--- config.mk ---
export PLATFORM = sky130hd
export DESIGN_NAME = pipelined_adder
export DESIGN_NICKNAME = d
export VERILOG_FILES = /design/src/rtl/pipelined_adder_pkg.sv /design/src/rtl/pipelined_adder_stage.sv /design/src/rtl/pipelined_adder.sv
export SDC_FILE = /design/constraint.sdc
export NUM_CORES = 1
export LEC_CHECK = 0
export CORE_MARGIN = 4
export CORE_UTILIZATION = 45
export CTS_CLUSTER_SIZE = 40
export DETAILED_ROUTE_END_ITERATION = 6
export HOLD_SLACK_MARGIN = 0.02
export PLACE_DENSITY_LB_ADDON = 0.12
export SETUP_SLACK_MARGIN = 0.3
export SKIP_CTS_REPAIR_TIMING = 1
export SLEW_MARGIN = 10
export SYNTH_ARGS = -nofsm -noshare
export SYNTH_HDL_FRONTEND = slang
export SYNTH_HIERARCHICAL = 1
export SYNTH_SLANG_ARGS = --single-unit
--- constraint.sdc ---
create_clock -name clk -period 2.9 [get_ports clk]
set_clock_uncertainty 0.15 [all_clocks]
set_input_delay 0.87 -clock clk [delete_from_list [all_inputs] [get_ports clk]]
set_output_delay 0.87 -clock clk [all_outputs]
set_load 0.02 [all_outputs]
--- src/rtl/pipelined_adder_pkg.sv ---
// Shared helpers for the chunked, pipelined add/subtract unit: geometry
// derivation and the small control record carried with each operation.
package adder_pkg;

  // Control bits of one offered operation; operand widths live in the top.
  typedef struct packed {
    logic sub;
    logic cin;
  } op_ctrl_t;

  function automatic int chunk_width(input int width, input int stages);
    return width / stages;
  endfunction

  // Valid geometry: at least one stage, no more stages than bits, equal chunks.
  function automatic bit geometry_ok(input int width, input int stages);
    return (stages >= 1) && (stages <= width) && ((width % stages) == 0);
  endfunction

endpackage

--- src/rtl/pipelined_adder_stage.sv ---
// One pipeline slice: adds one CHUNK-wide slice of the operands with the
// incoming carry and holds the partial result in a valid/ready register.
module adder_stage
  import adder_pkg::*;
#(
  parameter int WIDTH = 32,
  parameter int CHUNK = 8,
  parameter int IDX   = 0
) (
  input  logic             clk,
  input  logic             rst_n,
  input  logic             up_valid,
  output logic             up_ready,
  input  logic [WIDTH-1:0] up_sum,
  input  logic             up_carry,
  input  logic [WIDTH-1:0] up_lhs,
  input  logic [WIDTH-1:0] up_rhs,
  output logic             dn_valid,
  input  logic             dn_ready,
  output logic [WIDTH-1:0] dn_sum,
  output logic             dn_carry,
  output logic [WIDTH-1:0] dn_lhs,
  output logic [WIDTH-1:0] dn_rhs
);

  localparam int LSB = IDX * CHUNK;

  typedef struct packed {
    logic [WIDTH-1:0] sum;
    logic             carry;
    logic [WIDTH-1:0] lhs_rem;
    logic [WIDTH-1:0] rhs_rem;
  } payload_t;

  logic           valid_q;
  payload_t       data_q;
  payload_t       data_d;
  logic [CHUNK:0] chunk_sum;
  logic           load;

  // Handshake: a transfer happens on an edge where valid && ready are both
  // high; ready never depends on valid, and a held slot keeps its payload
  // unchanged until the downstream side takes it.
  assign up_ready = !valid_q || dn_ready;
  assign load     = up_valid && up_ready;

  assign chunk_sum = {1'b0, up_lhs[LSB +: CHUNK]}
                   + {1'b0, up_rhs[LSB +: CHUNK]}
                   + {{CHUNK{1'b0}}, up_carry};

  always_comb begin
    data_d                  = '0;
    data_d.sum              = up_sum;
    data_d.sum[LSB +: CHUNK] = chunk_sum[CHUNK-1:0];
    data_d.carry            = chunk_sum[CHUNK];
    data_d.lhs_rem          = up_lhs;
    data_d.rhs_rem          = up_rhs;
  end

  always_ff @(posedge clk or negedge rst_n) begin
    if (!rst_n) begin
      valid_q <= 1'b0;
      data_q  <= '0;
    end else if (load) begin
      valid_q <= 1'b1;
      data_q  <= data_d;
    end else if (dn_ready) begin
      valid_q <= 1'b0;
    end
  end

  assign dn_valid = valid_q;
  assign dn_sum   = data_q.sum;
  assign dn_carry = data_q.carry;
  assign dn_lhs   = data_q.lhs_rem;
  assign dn_rhs   = data_q.rhs_rem;

endmodule

--- src/rtl/pipelined_adder.sv ---
// Pipelined add/subtract unit: operands are split into STAGES chunks and the
// carry ripples one chunk per cycle through a chain of adder_stage slices.
module pipelined_adder
  import adder_pkg::*;
#(
  parameter int WIDTH  = 32,
  parameter int STAGES = 4
) (
  input  logic             clk,
  input  logic             reset,
  input  logic             io_enq_valid,
  output logic             io_enq_ready,
  input  logic             io_enq_sub,
  input  logic             io_enq_cin,
  input  logic [WIDTH-1:0] io_enq_lhs,
  input  logic [WIDTH-1:0] io_enq_rhs,
  output logic             io_deq_valid,
  input  logic             io_deq_ready,
  output logic [WIDTH-1:0] io_deq_out,
  output logic             io_deq_cout
);

  localparam int CHUNK = chunk_width(WIDTH, STAGES);

  if (!geometry_ok(WIDTH, STAGES)) begin : g_bad_geometry
    $fatal(1, "pipelined_adder: WIDTH must be a multiple of STAGES and 1 <= STAGES <= WIDTH");
  end

  op_ctrl_t         ctrl;
  logic [WIDTH-1:0] rhs_eff;
  logic             c0;

  // Subtraction is lhs + ~rhs + ~borrow, so sub flips both rhs and carry-in.
  assign ctrl    = '{sub: io_enq_sub, cin: io_enq_cin};
  assign rhs_eff = io_enq_rhs ^ {WIDTH{ctrl.sub}};
  assign c0      = ctrl.cin ^ ctrl.sub;

  // Index k is the input side of stage k; index STAGES is the output side.
  logic             v_p     [STAGES+1];
  logic             rdy_p   [STAGES+1];
  logic [WIDTH-1:0] sum_p   [STAGES+1];
  logic             carry_p [STAGES+1];
  logic [WIDTH-1:0] lhs_p   [STAGES+1];
  logic [WIDTH-1:0] rhs_p   [STAGES+1];

  assign v_p[0]         = io_enq_valid;
  assign sum_p[0]       = '0;
  assign carry_p[0]     = c0;
  assign lhs_p[0]       = io_enq_lhs;
  assign rhs_p[0]       = rhs_eff;
  assign rdy_p[STAGES]  = io_deq_ready;

  for (genvar k = 0; k < STAGES; k++) begin : g_stage
    adder_stage #(
      .WIDTH (WIDTH),
      .CHUNK (CHUNK),
      .IDX   (k)
    ) u_stage (
      .clk      (clk),
      .rst_n    (reset),
      .up_valid (v_p[k]),
      .up_ready (rdy_p[k]),
      .up_sum   (sum_p[k]),
      .up_carry (carry_p[k]),
      .up_lhs   (lhs_p[k]),
      .up_rhs   (rhs_p[k]),
      .dn_valid (v_p[k+1]),
      .dn_ready (rdy_p[k+1]),
      .dn_sum   (sum_p[k+1]),
      .dn_carry (carry_p[k+1]),
      .dn_lhs   (lhs_p[k+1]),
      .dn_rhs   (rhs_p[k+1])
    );
  end

  assign io_enq_ready = rdy_p[0];
  assign io_deq_valid = v_p[STAGES];
  assign io_deq_out   = sum_p[STAGES];
  assign io_deq_cout  = carry_p[STAGES];

  // Operand remainders leaving the last stage have no consumer.
  logic unused_tail;
  assign unused_tail = ^{lhs_p[STAGES], rhs_p[STAGES]};

endmodule

== Word level (Yosys, flattened, before mapping) ==
Cells that the tools add are included.
W data, S select, Z words.

* $add $sub $neg: 8
* Multipliers: 0
* Divide/modulo/power cells: 0
* Magnitude comparators: 0
* Equality and inequality tests: 0
* Shift-type cells: 0
* Muxes and demuxes: 8
* Bitwise logic cells: 2
* Reduce and logical (&&, ||, !) cells: 16

{| class="wikitable"
|+ Operators by type and width
! operator !! number
|-
| $add A8 B8 Y9 || 4
|-
| $add A9 B1 Y9 || 4
|-
| $xor A32 B32 Y32 || 1
|-
| $mux W1 || 8
|-
| $reduce_bool A2 Y1 || 4
|-
| $logic_and A1 B1 Y1 || 4
|-
| $logic_not A1 Y1 || 4
|-
| $logic_or A1 B1 Y1 || 4
|-
| $xor A1 B1 Y1 || 1
|}

* Flip-flop bits (word level): 280
* Bits in latches: 0
* Bits in writable memories: 0
* Memory bits (read-only): 0
* Input port bits: 70
* Output and inout bits: 35
* Word-level logic and storage cells: 52
* Memories kept: 0

== Depth between registers and ports, before layout ==
* Depth in word-level cells: 7
* Gate-level depth with buffers: 11
* Depth with buffers taken out: 7

== Hierarchy ==
Netlist, hierarchy kept.

{| class="wikitable"
|+ By module, submodules not included
! module !! instances !! cells an instance !! area each (um^2) !! sequential area each (um^2)
|-
| adder_stage at g_stage[0].u_stage || 1 || 261 || 4390.5 || 2452.4
|-
| adder_stage at g_stage[3].u_stage || 1 || 257 || 4334.2 || 2452.4
|-
| adder_stage at g_stage[2].u_stage || 1 || 260 || 4018.9 || 2452.4
|-
| adder_stage at g_stage[1].u_stage || 1 || 442 || 3966.3 || 2452.4
|-
| pipelined_adder || 1 || 38 || 364.1 || 0.0
|}

== Worst setup path before layout ==
OpenSTA, ideal clock, no wires.

* Kind: input port to flip-flop
* From: input io_enq_sub
* To: register g_stage[0].u_stage.data_q (netlist bit g_stage[0].u_stage/dn_sum[6])
* Library setup time: 0.096 ns
* Data arrival time: 2.877 ns
* Required time: 2.654 ns
* Slack: -0.222 ns
* Stages on the path: 9
* Path buffers: 2
* Path through: buf_6 -> buf_12 -> xor2_1 -> fa_1 -> fa_1 -> a211oi_1 -> o21ai_0 -> and2_1 -> o31ai_1

* Longest elaborated chain between the ends: 3
* Elaborated cells on any way between the ends: 4

{| class="wikitable"
|+ Ends and longest elaborated chain
! item !! line !! text
|-
| start: declaration || pipelined_adder.sv:13 || <nowiki>input logic io_enq_sub,</nowiki>
|-
| $xor A32 B32 Y32 || pipelined_adder.sv:35 || <nowiki>assign rhs_eff = io_enq_rhs ^ {WIDTH{ctrl.sub}};</nowiki>
|-
| via rhs_eff[0] || pipelined_adder.sv:30 || <nowiki>logic [WIDTH-1:0] rhs_eff;</nowiki>
|-
| $add A8 B8 Y9 || pipelined_adder_stage.sv:48 || <nowiki>+ {1'b0, up_rhs[LSB +: CHUNK]}</nowiki>
|-
| $add A9 B1 Y9 || pipelined_adder_stage.sv:49 || <nowiki>+ {{CHUNK{1'b0}}, up_carry};</nowiki>
|-
| end signal: assignment || pipelined_adder_stage.sv:66 || <nowiki>data_q <= data_d;</nowiki>
|-
| end: declaration || pipelined_adder_stage.sv:36 || <nowiki>payload_t data_q;</nowiki>
|}

The timed path passes the listed nets, and every way through them passes these cells.
A chain may end at the register's enable or synchronous reset.

==> flow_metrics.py <==
metrics = {
    "power": {
        "ir_drop_mv": 0.3763,
        "p_sw_share_pct": 31.39,
        "power.internal_mw": 6.845,
        "clkPwrFrac_pct": 24.5,
        "power_frac_seq_pct": 39.6,
        "power_per_cell_area_nw_per_um2": 894.9,
        "switchingPower_mw": 3.132,
        "comb_power_share_pct": 35.9,
        "power_leakage_nw": 5.238,
    },
    "floorplanning": {
        "dieWidth_um": 150.3,
        "die_h_um": 150.3,
        "coreArea_um2": 19720,
        "io_pins": 105,
        "rows": 51,
        "initial_core_util_pct": 46.21,
        "die_area_um2": 22590,
    },
    "setup_path": {
        "regToRegSetupSlack_ns": 0.44,
        "critPathArrivalTime_ns": 1.69,
        "cp.required_ns": 1.88,
        "r2r_end": "g_stage[2].u_stage/dn_sum[22]",
        "start_kind": "primary input",
        "reg2reg_from": "g_stage[1].u_stage/dn_carry",
        "cp-end-kind": "primary output",
        "crit_fanout": 2,
        "worst-r2r-cell-count": 6,
        "crit_type": "primary input to primary output",
    },
    "timing": {
        "post-route-period-util_pct": 93.34,
        "rsz0062_at_grt": "true",
        "report.final.hold_viol_count": 0,
        "setup_tns_ns": 0,
        "slew-limit-headroom_pct": 73.64,
        "worst_slack_ns": 0.1931,
        "worst_slew_pin_slew_ns": 0.3955,
        "fin_crit_ns": 2.707,
        "whs_ns": 0.2053,
        "setup-violations-final": 0,
        "slew_viol_final": 0,
        "clock.fmax_mhz": 369.4,
    },
    "cells_and_area": {
        "fill_cells": 1604,
        "diodes": 0,
        "layout.nets": 950,
        "synthToLayoutAreaGrowth_pct": 22.35,
        "drive_above_1_share_pct": 24.88,
    },
    "synthesis": {
        "synth_fp_nets": 835,
        "yosysWarnings": 6,
        "syn-cell-area_um2": 9112,
        "synth_cells": 729,
        "synth_area_per_cell_um2": 12.50,
    },
    "grt": {
        "track_usage_pct": 16.33,
        "overflow": 0,
        "antenna_found_initial": 0,
        "grt_pass1_vias": 5934,
        "grt_max_degree": 49,
        "grt_pass1_wl_um": 29190,
    },
    "routing": {
        "drc": 0,
        "ant_nets": 0,
        "vias_per_cell": 4.969,
        "drt_iter0_drc": 256,
        "totalWireLength_um": 17350,
        "firstDrtPassIters": 4,
        "routedWlPerCell_um": 15.47,
        "num_vias": 5570,
    },
    "placed_design": {
        "portBuffers": 104,
        "dp_slack_ns": -0.6001,
        "gp_congestion": 0.8400,
        "hpwlAfterDp_um": 12650,
    },
    "clocking": {
        "cts_htree_levels": 4,
        "cts_tree": "built",
        "insertion_delay_ns": 0.42,
        "clkSinkCount": 184,
        "cts_buffers": 17,
        "root_buffer": "clkbuf_16",
        "clockBufferDepth": 2,
        "clkTransAtPathRegs_ns": 0.07,
    },
    "status": {
        "status": "completed",
    },
    "run": {
        "maxCapViolCount": 0,
    },
    "min_path": {
        "hp-class": "primary input to async pin",
    },
}
[power by group through the flow]
stage | Combinational, mW | Sequential, mW | Clock (mW)
after floorplan | 2.27 | 4.12 | 0
after global placement | 3.50 | 3.97 | 0
after detailed placement | 3.57 | 4.01 | 0
after CTS | 3.59 | 3.96 | 2.51
after global routing | 3.95 | 4.07 | 2.59
final | 3.58 | 3.95 | 2.44
[cell usage in the layout, fill, tap and decap left out, types with 4 or more instances in the layout]
cell               n
dfrtp_1          184
nand2_1          153
clkdlybuf4s50_1   96
mux2_4            69
mux2_2            42
xor2_1            37
ha_1              28
buf_4             28
o21ai_0           18
clkbuf_16         17
a21oi_1            9
buf_12             9
nor2_1             8
a21o_1             8
inv_1              7
nand3_1            6
xnor2_1            6
a211oi_1           6
o21a_1             5
nand4b_1           5
nand2b_1           5
nor3_1             5
fa_1               5
bufinv_16          4
clkinvlp_4         4
nand2b_4           4
a211o_1            4
a21oi_2            4
o31ai_1            4
mux2i_1            4
buf_6              4
[worst max-delay path by stage]
stage / from / endpoint / slack [ns] / depth (start not counted)
2_1_floorplan: io_enq_sub / g_stage[0].u_stage/dn_sum[6] / -0.05 / 9
3_3_place_gp: io_deq_ready / io_enq_ready / -0.60 / 6
3_5_place_dp: io_deq_ready / io_enq_ready / -0.60 / 6
4_1_cts: io_deq_ready / io_enq_ready / -0.61 / 6
5_1_grt: io_deq_ready / io_enq_ready / 0.16 / 6
6_report: io_deq_ready / io_enq_ready / 0.19 / 6
[critical path, stage by stage]
cell and delay (ns):
buf_6 0.09, nand2b_4 0.13, nand2b_4 0.14, nand2b_4 0.15, nand2b_4 0.17, buf_6 0.14
[layout make-up]
cell class,instances,area [µm²],share of cell area (%)
Sequential cell,184,4604,41.30
Multi-Input combinational cell,493,4111,36.88
Timing Repair Buffer,141,1449,13.00
Clock buffer,19,452.9,4.062
Tap cell,265,331.6,2.974
Clock inverter,12,173.9,1.560
Inverter,7,26.28,0.2357
[sequential cells by signal (all words and copies together), names as in the netlist]
name                      flops
g_stage.u_stage/dn_valid      4
g_stage.u_stage/dn_sum       80
g_stage.u_stage/dn_rhs       48
g_stage.u_stage/dn_lhs       48
g_stage.u_stage/dn_carry      4
[metrics by stage]
step	total power [mW]	cell area (µm²)	utilization [%]	std cells
4_1_cts	10.06	11090	56.22	1121
3_3_place_gp	7.463	10460	53.04	1090
5_1_grt	10.61	11150	56.55	1121
2_1_floorplan	6.389	9154	-	729
6_report	9.978	11150	56.55	1121
3_5_place_dp	7.575	10460	53.04	1090
[per-layer routing]
metal	global-route usage (%)	part of all wire, %	routed length, µm
met1	22.29	47	8180
met2	26.15	48	8342
met3	3.131	2.9	508
met4	5.764	1.8	315
met5	0	0	0
No activity file was read; power rests on OpenSTA's default activity.
